===== config.mk =====
export PLATFORM = sky130hd
export DESIGN_NAME = mc_main_control
export DESIGN_NICKNAME = d
export VERILOG_FILES = /design/src/rtl/mc_defs.sv /design/src/rtl/mc_ctrl_decode.sv /design/src/rtl/mc_main_control.sv
export SDC_FILE = /design/constraint.sdc
export NUM_CORES = 1
export LEC_CHECK = 0
export CORE_MARGIN = 5
export CORE_UTILIZATION = 48
export CTS_CLUSTER_SIZE = 24
export DETAILED_ROUTE_END_ITERATION = 8
export HOLD_SLACK_MARGIN = 0.12
export PLACE_DENSITY = 0.84
export RECOVER_POWER = 50
export SLEW_MARGIN = 20
export SYNTH_ARGS = -nofsm -noshare
export SYNTH_HDL_FRONTEND = slang
export SYNTH_HIERARCHICAL = 1
export SYNTH_SLANG_ARGS = --single-unit

===== constraint.sdc =====
create_clock -name clk -period 3.4 [get_ports clk]
set_input_delay 0.34 -clock clk [delete_from_list [all_inputs] [get_ports clk]]
set_output_delay 0.34 -clock clk [all_outputs]
set_load 0.05 [all_outputs]

===== src/rtl/mc_defs.sv =====
// Shared definitions for the multicycle MIPS main control: state encoding,
// opcodes, datapath select codes and the bundle of control outputs.
package mc_defs;

    localparam int OP_W = 6;

    typedef enum logic [3:0] {
        S_FETCH    = 4'd0,
        S_DECODE   = 4'd1,
        S_MEM_ADDR = 4'd2,
        S_MEM_RD   = 4'd3,
        S_MEM_WB   = 4'd4,
        S_MEM_WR   = 4'd5,
        S_R_EXEC   = 4'd6,
        S_R_WB     = 4'd7,
        S_I_EXEC   = 4'd8,
        S_I_WB     = 4'd9,
        S_BRANCH   = 4'd10,
        S_JUMP     = 4'd11,
        S_ILLEGAL  = 4'd12
    } state_t;

    localparam logic [OP_W-1:0] OP_RTYPE = 6'b000000;
    localparam logic [OP_W-1:0] OP_LW    = 6'b100011;
    localparam logic [OP_W-1:0] OP_SW    = 6'b101011;
    localparam logic [OP_W-1:0] OP_BEQ   = 6'b000100;
    localparam logic [OP_W-1:0] OP_J     = 6'b000010;
    localparam logic [OP_W-1:0] OP_ADDI  = 6'b001000;

    localparam logic [1:0] ALU_OP_ADD   = 2'b00;
    localparam logic [1:0] ALU_OP_SUB   = 2'b01;
    localparam logic [1:0] ALU_OP_FUNCT = 2'b10;

    localparam logic [1:0] ALUB_REG    = 2'b00;
    localparam logic [1:0] ALUB_FOUR   = 2'b01;
    localparam logic [1:0] ALUB_IMM    = 2'b10;
    localparam logic [1:0] ALUB_IMM_SH = 2'b11;

    localparam logic [1:0] PCSRC_ALU    = 2'b00;
    localparam logic [1:0] PCSRC_ALUOUT = 2'b01;
    localparam logic [1:0] PCSRC_JUMP   = 2'b10;

    typedef struct packed {
        logic       pc_write;
        logic       pc_write_cond;
        logic       i_or_d;
        logic       mem_read;
        logic       mem_write;
        logic       ir_write;
        logic       mem_to_reg;
        logic       reg_dst;
        logic       reg_write;
        logic       alu_src_a;
        logic [1:0] alu_src_b;
        logic [1:0] alu_op;
        logic [1:0] pc_source;
        logic       illegal_op;
    } ctrl_t;

endpackage


===== src/rtl/mc_ctrl_decode.sv =====
// Combinational control decode: current state plus memory handshake to the
// datapath control bundle. Anything not set for a state stays 0.
module mc_ctrl_decode
    import mc_defs::*;
(
    input  state_t state,
    input  logic   mem_ready,
    output ctrl_t  ctrl
);

    // Per-state control decode
    always_comb begin
        ctrl = '0;
        case (state)
            S_FETCH: begin
                ctrl.mem_read  = 1'b1;
                ctrl.alu_src_b = ALUB_FOUR;
                ctrl.alu_op    = ALU_OP_ADD;
                ctrl.pc_source = PCSRC_ALU;
                ctrl.ir_write  = mem_ready;
                ctrl.pc_write  = mem_ready;
            end
            S_DECODE: begin
                ctrl.alu_src_b = ALUB_IMM_SH;
                ctrl.alu_op    = ALU_OP_ADD;
            end
            S_MEM_ADDR, S_I_EXEC: begin
                ctrl.alu_src_a = 1'b1;
                ctrl.alu_src_b = ALUB_IMM;
                ctrl.alu_op    = ALU_OP_ADD;
            end
            S_MEM_RD: begin
                ctrl.mem_read = 1'b1;
                ctrl.i_or_d   = 1'b1;
            end
            S_MEM_WB: begin
                ctrl.reg_write  = 1'b1;
                ctrl.mem_to_reg = 1'b1;
            end
            S_MEM_WR: begin
                ctrl.mem_write = 1'b1;
                ctrl.i_or_d    = 1'b1;
            end
            S_R_EXEC: begin
                ctrl.alu_src_a = 1'b1;
                ctrl.alu_src_b = ALUB_REG;
                ctrl.alu_op    = ALU_OP_FUNCT;
            end
            S_R_WB: begin
                ctrl.reg_write = 1'b1;
                ctrl.reg_dst   = 1'b1;
            end
            S_I_WB: begin
                ctrl.reg_write = 1'b1;
            end
            S_BRANCH: begin
                ctrl.alu_src_a     = 1'b1;
                ctrl.alu_src_b     = ALUB_REG;
                ctrl.alu_op        = ALU_OP_SUB;
                ctrl.pc_write_cond = 1'b1;
                ctrl.pc_source     = PCSRC_ALUOUT;
            end
            S_JUMP: begin
                ctrl.pc_write  = 1'b1;
                ctrl.pc_source = PCSRC_JUMP;
            end
            S_ILLEGAL: begin
                ctrl.illegal_op = 1'b1;
            end
            default: begin
                ctrl = '0;
            end
        endcase
    end

endmodule


===== src/rtl/mc_main_control.sv =====
// Multicycle MIPS main control FSM: state register, opcode-driven sequencing
// and reset gating of the decoded control outputs.
module mc_main_control
    import mc_defs::*;
#(
    parameter int OP_W = 6
) (
    input  logic            clk,
    input  logic            reset,
    input  logic [OP_W-1:0] opcode,
    input  logic            mem_ready,
    output logic            pc_write,
    output logic            pc_write_cond,
    output logic            i_or_d,
    output logic            mem_read,
    output logic            mem_write,
    output logic            ir_write,
    output logic            mem_to_reg,
    output logic            reg_dst,
    output logic            reg_write,
    output logic            alu_src_a,
    output logic [1:0]      alu_src_b,
    output logic [1:0]      alu_op,
    output logic [1:0]      pc_source,
    output logic            illegal_op
);

    state_t state_r;
    state_t next_s;
    ctrl_t  ctrl_s;
    ctrl_t  gated_s;

    // State register
    always_ff @(posedge clk) begin
        if (reset) begin
            state_r <= S_FETCH;
        end else begin
            state_r <= next_s;
        end
    end

    // Next-state sequencing; opcode only matters in DECODE and MEM_ADDR
    always_comb begin
        next_s = S_FETCH;
        case (state_r)
            S_FETCH:  next_s = mem_ready ? S_DECODE : S_FETCH;
            S_DECODE: begin
                if (opcode == OP_LW || opcode == OP_SW) begin
                    next_s = S_MEM_ADDR;
                end else if (opcode == OP_RTYPE) begin
                    next_s = S_R_EXEC;
                end else if (opcode == OP_BEQ) begin
                    next_s = S_BRANCH;
                end else if (opcode == OP_J) begin
                    next_s = S_JUMP;
                end else if (opcode == OP_ADDI) begin
                    next_s = S_I_EXEC;
                end else begin
                    next_s = S_ILLEGAL;
                end
            end
            // An opcode that changed to neither lw nor sw here never touches memory
            S_MEM_ADDR: begin
                if (opcode == OP_LW) begin
                    next_s = S_MEM_RD;
                end else if (opcode == OP_SW) begin
                    next_s = S_MEM_WR;
                end else begin
                    next_s = S_FETCH;
                end
            end
            S_MEM_RD: next_s = mem_ready ? S_MEM_WB : S_MEM_RD;
            S_MEM_WR: next_s = mem_ready ? S_FETCH : S_MEM_WR;
            S_R_EXEC: next_s = S_R_WB;
            S_I_EXEC: next_s = S_I_WB;
            default:  next_s = S_FETCH;
        endcase
    end

    mc_ctrl_decode u_decode (
        .state     (state_r),
        .mem_ready (mem_ready),
        .ctrl      (ctrl_s)
    );

    // Reset forces every control low, dropping any strobe in the same cycle
    always_comb begin
        if (reset) begin
            gated_s = '0;
        end else begin
            gated_s = ctrl_s;
        end
    end

    assign pc_write      = gated_s.pc_write;
    assign pc_write_cond = gated_s.pc_write_cond;
    assign i_or_d        = gated_s.i_or_d;
    assign mem_read      = gated_s.mem_read;
    assign mem_write     = gated_s.mem_write;
    assign ir_write      = gated_s.ir_write;
    assign mem_to_reg    = gated_s.mem_to_reg;
    assign reg_dst       = gated_s.reg_dst;
    assign reg_write     = gated_s.reg_write;
    assign alu_src_a     = gated_s.alu_src_a;
    assign alu_src_b     = gated_s.alu_src_b;
    assign alu_op        = gated_s.alu_op;
    assign pc_source     = gated_s.pc_source;
    assign illegal_op    = gated_s.illegal_op;

endmodule


==> results.ini, run 1 <==
[run_status]
status = finished, final reports clean

[critical_path]
r2r_start = state_r[1]
rr_worst_depth = 4
worstPathRequired_ns = 3.06
worstSetupStartpointType = primary input
worstPathArrival_ns = 2.47
crit-reg2reg-capture = state_r[2]
critPathMaxFanout = 7
critPathKind = in -> out
r2r_setup_slack_ns = 1.61
endpoint_kind = output port

[synthesis]
seq_area_frac_synth_pct = 10.6
yosys_warnings = 6
synth_seq_cells = 4
yosys.cell_count.top_type = nor2b_1
synth_area_um2 = 754
synth.top_cells.by_count = nor2b_1, nor2_1, nand2b_1, inv_1
yosysTopAreaCellShare_pct = 14.9
synth.area.top_cells = nor2b_1, dfxtp_1, nand2b_1
syn_nets = 120
synth_edf_count = 0
synth-main-ff-cell = dfxtp_1
yosysTopAreaCell = nor2b_1
synthCells = 111
yosysUniqueCellTypes = 38
async_flop_share_pct = 0
syn_avg_cell_area_um2 = 6.80

[global_routing]
grtUsageTotal_pct = 14.4
grt_max_degree = 26
grt_pass1_wl_um = 2950
grt_overflow = 0
first_global_vias = 678
antenna_found_initial = 0

[clock_tree]
cts_tree = built
clk_latency_ns = 0.25
cts-htree-levels = 1
post_cts_resized = 0
clock_path_buffers = 2
cts_root_buf = clkbuf_4
cts_setup_buffers = 0
cts.sinks = 4
numCtsBuffers = 3
clk_pin_slew_ns = 0.04
ctsHoldBuffers = 0

[cells_and_area]
multiInputGateArea_um2 = 587
nNetsFinal = 140
largest_register_ffs = 4
drive_gt1_share_pct = 5.43
top_register = state_r
reg_top3 = state_r (4)
seq_area_um2 = 80.1
antennaDiodeCount = 0
fillCellCount = 139
final_cell_area_um2 = 993
area.growth.synth_to_final_pct = 31.7
stdcell_count = 145

[routing]
ant_nets = 0
dr.first_iter.drc_count = 10
wirelength_um = 1750
wire_per_inst_um = 12.1
via_per_inst = 5.61
post-route-drc-count = 0
vias = 814
dr.pass1.iters = 4

[floorplanning]
die_x_um = 49.6
die_h_um = 49.6
start_util_pct = 50.1
io_pins = 26
die-area_um2 = 2460
core_um2 = 1510
row_count = 14

[placement]
port_buffers = 25
gp_congestion = 0.890
placed_area_um2 = 973
place_hpwl_um = 1280
placed_cells = 142

[sta]
final_hold_viol_count = 0
rsz0062_at_grt = no
hold_ws_ns = 0.703
period_minus_slack_ns = 2.81
slew_violations = 0
fin_skew_ns = 0.0101
setup_viol = 0
period_share_pct = 82.6
worst_pin_slew_ns = 0.734
timing.fmax_mhz = 356
timing.setup.tns_ns = 0
slew-limit-headroom_pct = 51.0

[pwr]
p_leak_nw = 0.347
power_density_nw_per_um2 = 438
vdd_ir_drop_max_uv = 316

[job]
drv_cap = 0

[worst_hold_path]
min_from = state_r[2]
min_path_cells = 2
hold_end = state_r[3]
hold_path.class = reg -> reg

[logic make-up (layout without fill, tap and decap cells)]
| family | Yosys count | count (layout) | synth area share, % |
|---|---|---|---|
| simple gates | 67 | 67 | 57.4 |
| compound gates | 20 | 20 | 17.2 |
| flops | 4 | 4 | 10.6 |
| buf+inv | 17 | 35 | 11.3 |
| xor+xnor | 3 | 3 | 3.48 |
[final cells by class]
cell class                 instances  share of cell area, %
sequential                         4                   8.06
multi-input combinational         90                   59.1
timing repair buffer              27                   26.7
clock buffer                       3                   2.27
inverter                           5                   1.89
tap                               16                   2.02
[through the flow]
stage,setup slack [ns],power [mW],utilization [%]
2_1_floorplan,1.36,0.306,-
3_3_place_gp,0.638,0.373,64.6
3_5_place_dp,0.611,0.378,64.6
4_1_cts,0.594,0.443,66.1
5_1_grt,0.452,0.469,65.9
6_report,0.590,0.435,65.9
[where the power goes]
| part | switching [mW] | internal (mW) | total (mW) | leakage (nW) |
|---|---|---|---|---|
| combinational | 0.167 | 0.119 | 0.287 | 0.301 |
| sequential | 0.0286 | 0.0571 | 0.0858 | 0.0327 |
| clock | 0.0227 | 0.0397 | 0.0624 | 0.0138 |
| total | 0.219 | 0.216 | 0.435 | 0.347 |
[worst max-delay path: stages]
cell and delay (ns):
clkdlybuf4s50_1 0.59, or4b_1 0.45, a21oi_1 0.13, nor2b_1 0.13, clkdlybuf4s50_1 0.82
[worst max path at each step]
stage | from | endpoint | slack [ns]
after floorplan | state_r[0] | reg_write | 1.36
after global placement | mem_ready | pc_write | 0.64
after detailed placement | mem_ready | pc_write | 0.61
after CTS | state_r[1] | reg_write | 0.59
after global routing | state_r[1] | pc_write | 0.45
final | mem_ready | pc_write | 0.59
[per-layer routing]
metal | GRT usage [%] | wire length, µm | up-vias
li1 | - | - | 434
met1 | 18.6 | 835 | 355
met2 | 23.3 | 786 | 23
met3 | 3.61 | 112 | 2
met4 | 3.93 | 17 | 0
met5 | 0 | 0 | -
[layout by cell type (no fill, tap or decap), types with 2 or more instances in the layout]
cell type         n
nor2b_1          18
clkdlybuf4s50_1  18
nor2_1            9
nand2b_1          7
dlygate4sd3_1     7
o21ai_0           6
inv_1             5
nor4_1            4
nand3_1           4
a21oi_1           4
dfxtp_1           4
nor3b_1           3
clkbuf_4          3
and3_1            3
or3_1             2
o311ai_1          2
nand2_1           2
or4bb_1           2
nand3b_1          2
nor3_1            2
xnor2_1           2
nand4b_1          2
buf_4             2
or4b_1            2
(Power assumes the default switching activity.)
==> run 2: changes to the inputs <==
--- a/config.mk
+++ b/config.mk
@@ -6,11 +6,11 @@
 export NUM_CORES = 1
 export LEC_CHECK = 0
 export CORE_MARGIN = 5
-export CORE_UTILIZATION = 48
+export CORE_UTILIZATION = 45
 export CTS_CLUSTER_SIZE = 24
 export DETAILED_ROUTE_END_ITERATION = 8
 export HOLD_SLACK_MARGIN = 0.12
-export PLACE_DENSITY = 0.84
+export PLACE_DENSITY = 0.8
 export RECOVER_POWER = 50
 export SLEW_MARGIN = 20
 export SYNTH_ARGS = -nofsm -noshare
==> constraint.sdc (replaced) <==
create_clock -name clk -period 2.78 [get_ports clk]
set_input_delay 0.278 -clock clk [delete_from_list [all_inputs] [get_ports clk]]
set_output_delay 0.278 -clock clk [all_outputs]
set_load 0.05 [all_outputs]
==> results.ini, run 2 (synthesis results as in run 1) <==
[run_status]
status = finished, final reports clean

[sta]
worst_slack_ns = 0.243  ; -0.347 ns
setup_viol = 0  ; unchanged
period_share_pct = 91.2
timing.setup.tns_ns = 0  ; unchanged
final_hold_viol_count = 0  ; unchanged
period_minus_slack_ns = 2.54
slew_violations = 0  ; unchanged
worst_pin_slew_ns = 0.615  ; -0.118 ns
rsz0062_at_grt = no
hold_ws_ns = 0.833  ; +0.129 ns
timing.fmax_mhz = 394
fin_skew_ns = 0.00602  ; -0.00413 ns
slew-limit-headroom_pct = 59.2  ; +8.1 points

[clock_tree]
cts.sinks = 4  ; unchanged
ctsHoldBuffers = 0  ; unchanged
cts_tree = built
post_cts_resized = 0  ; unchanged
cts_setup_buffers = 0  ; unchanged
clk_pin_slew_ns = 0.04  ; about the same
numCtsBuffers = 3  ; unchanged
cts_root_buf = clkbuf_4
clk_latency_ns = 0.23  ; -0.02 ns
clock_path_buffers = 2  ; unchanged
cts-htree-levels = 1  ; unchanged

[floorplanning]
die-area_um2 = 2600  ; +5.3%
row_count = 14  ; unchanged
die_h_um = 50.9  ; +2.6%
io_pins = 26  ; unchanged
die_x_um = 50.9  ; +2.6%
start_util_pct = 48.9  ; -1.1 points
core_um2 = 1540  ; +2.3%

[cells_and_area]
antennaDiodeCount = 0  ; unchanged
area.growth.synth_to_final_pct = 31.5
top_register = state_r
stdcell_count = 147  ; +1.4%
final_cell_area_um2 = 992  ; -0.13%
largest_register_ffs = 4  ; unchanged
drive_gt1_share_pct = 6.11  ; +0.68 points
reg_top3 = state_r (4)
nNetsFinal = 142  ; +1.4%
final_core_util_pct = 64.4  ; -1.6 points
layout_common_cells = nor2b_1, clkdlybuf4s50_1, nor2_1

[placement]
place_hpwl_um = 1410  ; +10%
gp_congestion = 0.859  ; -3.4%
placed_cells = 144  ; +1.4%
port_buffers = 25  ; unchanged
placed_area_um2 = 983  ; +1.0%
place_ws_ns = 0.443  ; -0.169 ns

[pwr]
vdd_ir_drop_max_uv = 492  ; +56%
power.total_mw = 0.532  ; +22%
p_leak_nw = 0.343  ; -1.3%
power_density_nw_per_um2 = 536  ; +22%

[global_routing]
grt_max_degree = 21  ; -19%
grt_overflow = 0  ; unchanged
grtUsageTotal_pct = 14.0  ; -0.34 points
first_global_vias = 746  ; +10%
antenna_found_initial = 0  ; unchanged
grt_pass1_wl_um = 3020  ; +2.1%

[routing]
wire_per_inst_um = 12.4  ; +2.5%
dr.pass1.iters = 4  ; unchanged
post-route-drc-count = 0  ; unchanged
ant_nets = 0  ; unchanged
dr.first_iter.drc_count = 11  ; +1
wirelength_um = 1820  ; +3.9%
via_per_inst = 5.76  ; +2.5%
vias = 846  ; +3.9%

[critical_path]
crit_path_cell_trace = or4b_1 > inv_1 > nor2b_1 > clkdlybuf4s50_1
critPathMaxFanout = 12  ; +5
max_stage_delay_ns = 0.81  ; about the same
worstSetupStartpointType = register
worstPathRequired_ns = 2.50  ; -0.56 ns
worstPathArrival_ns = 2.26  ; -0.21 ns
endpoint_kind = output port
critPathSlowestCell = clkdlybuf4s50_1
worst-path-buf-inv = 2  ; unchanged
cp_top_family = buffers and inverters
critPathKind = reg -> out

[job]
drv_cap = 0  ; unchanged

[worst_hold_path]
hold_path.class = reg -> reg

-- run 2: changes by cell type in the layout (fill, tap and decap cells not counted) --
| cell | delta |
|---|---|
| buf_4 | +1 |
| o21ai_0 | -2 |
| dlygate4sd3_1 | -2 |
| clkbuf_1 | +3 |
| o21ai_1 | +2 |
-- run 2: area by class of cell --
cell class / instances / area (µm²)
sequential: 4 / 80.1
tap: 16 / 20.0
fill: 139 / 549
inverter: 5 / 18.8
timing repair buffer: 29 / 264
multi-input combinational: 90 / 587
clock buffer: 3 / 22.5
-- run 2: worst min-delay path, stage by stage, from the launching register on --
cell and delay (ns):
dfxtp_1 0.40, buf_4 0.23, nand2b_1 0.07, a2111oi_0 0.07
-- run 2: per-layer routing --
layer,track usage [%],share of wire [%],vias up,wire length (µm)
met5,0,0,-,0
met1,16.6,44,382,795
met2,26.0,49,25,888
met4,1.28,0,0,0
li1,-,-,439,-
met3,3.49,7.4,0,134
-- run 2: worst paths after layout --
kind | start | endpoint | slack [ns] | cells after the start
hold / removal | state_r[3] | state_r[3] | 0.83 | 3
setup reg to reg | state_r[1] | state_r[2] | 0.84 | 5
hold reg to reg | state_r[3] | state_r[3] | 0.83 | 3
setup / recovery | state_r[2] | mem_to_reg | 0.24 | 4
-- run 2: where the power goes --
group	internal [mW]	switching, mW	total, mW
clock network	0.0482	0.0221	0.0703
logic	0.147	0.209	0.356
registers	0.0700	0.0356	0.106
==> run 3: changes to the inputs <==
--- a/config.mk
+++ b/config.mk
@@ -12,6 +12,7 @@
 export HOLD_SLACK_MARGIN = 0.12
 export PLACE_DENSITY = 0.8
 export RECOVER_POWER = 50
+export SKIP_CTS_REPAIR_TIMING = 1
 export SLEW_MARGIN = 20
 export SYNTH_ARGS = -nofsm -noshare
 export SYNTH_HDL_FRONTEND = slang
==> results of run 3 <==
Final layout, timing and power as in run 2 (identical DEF).
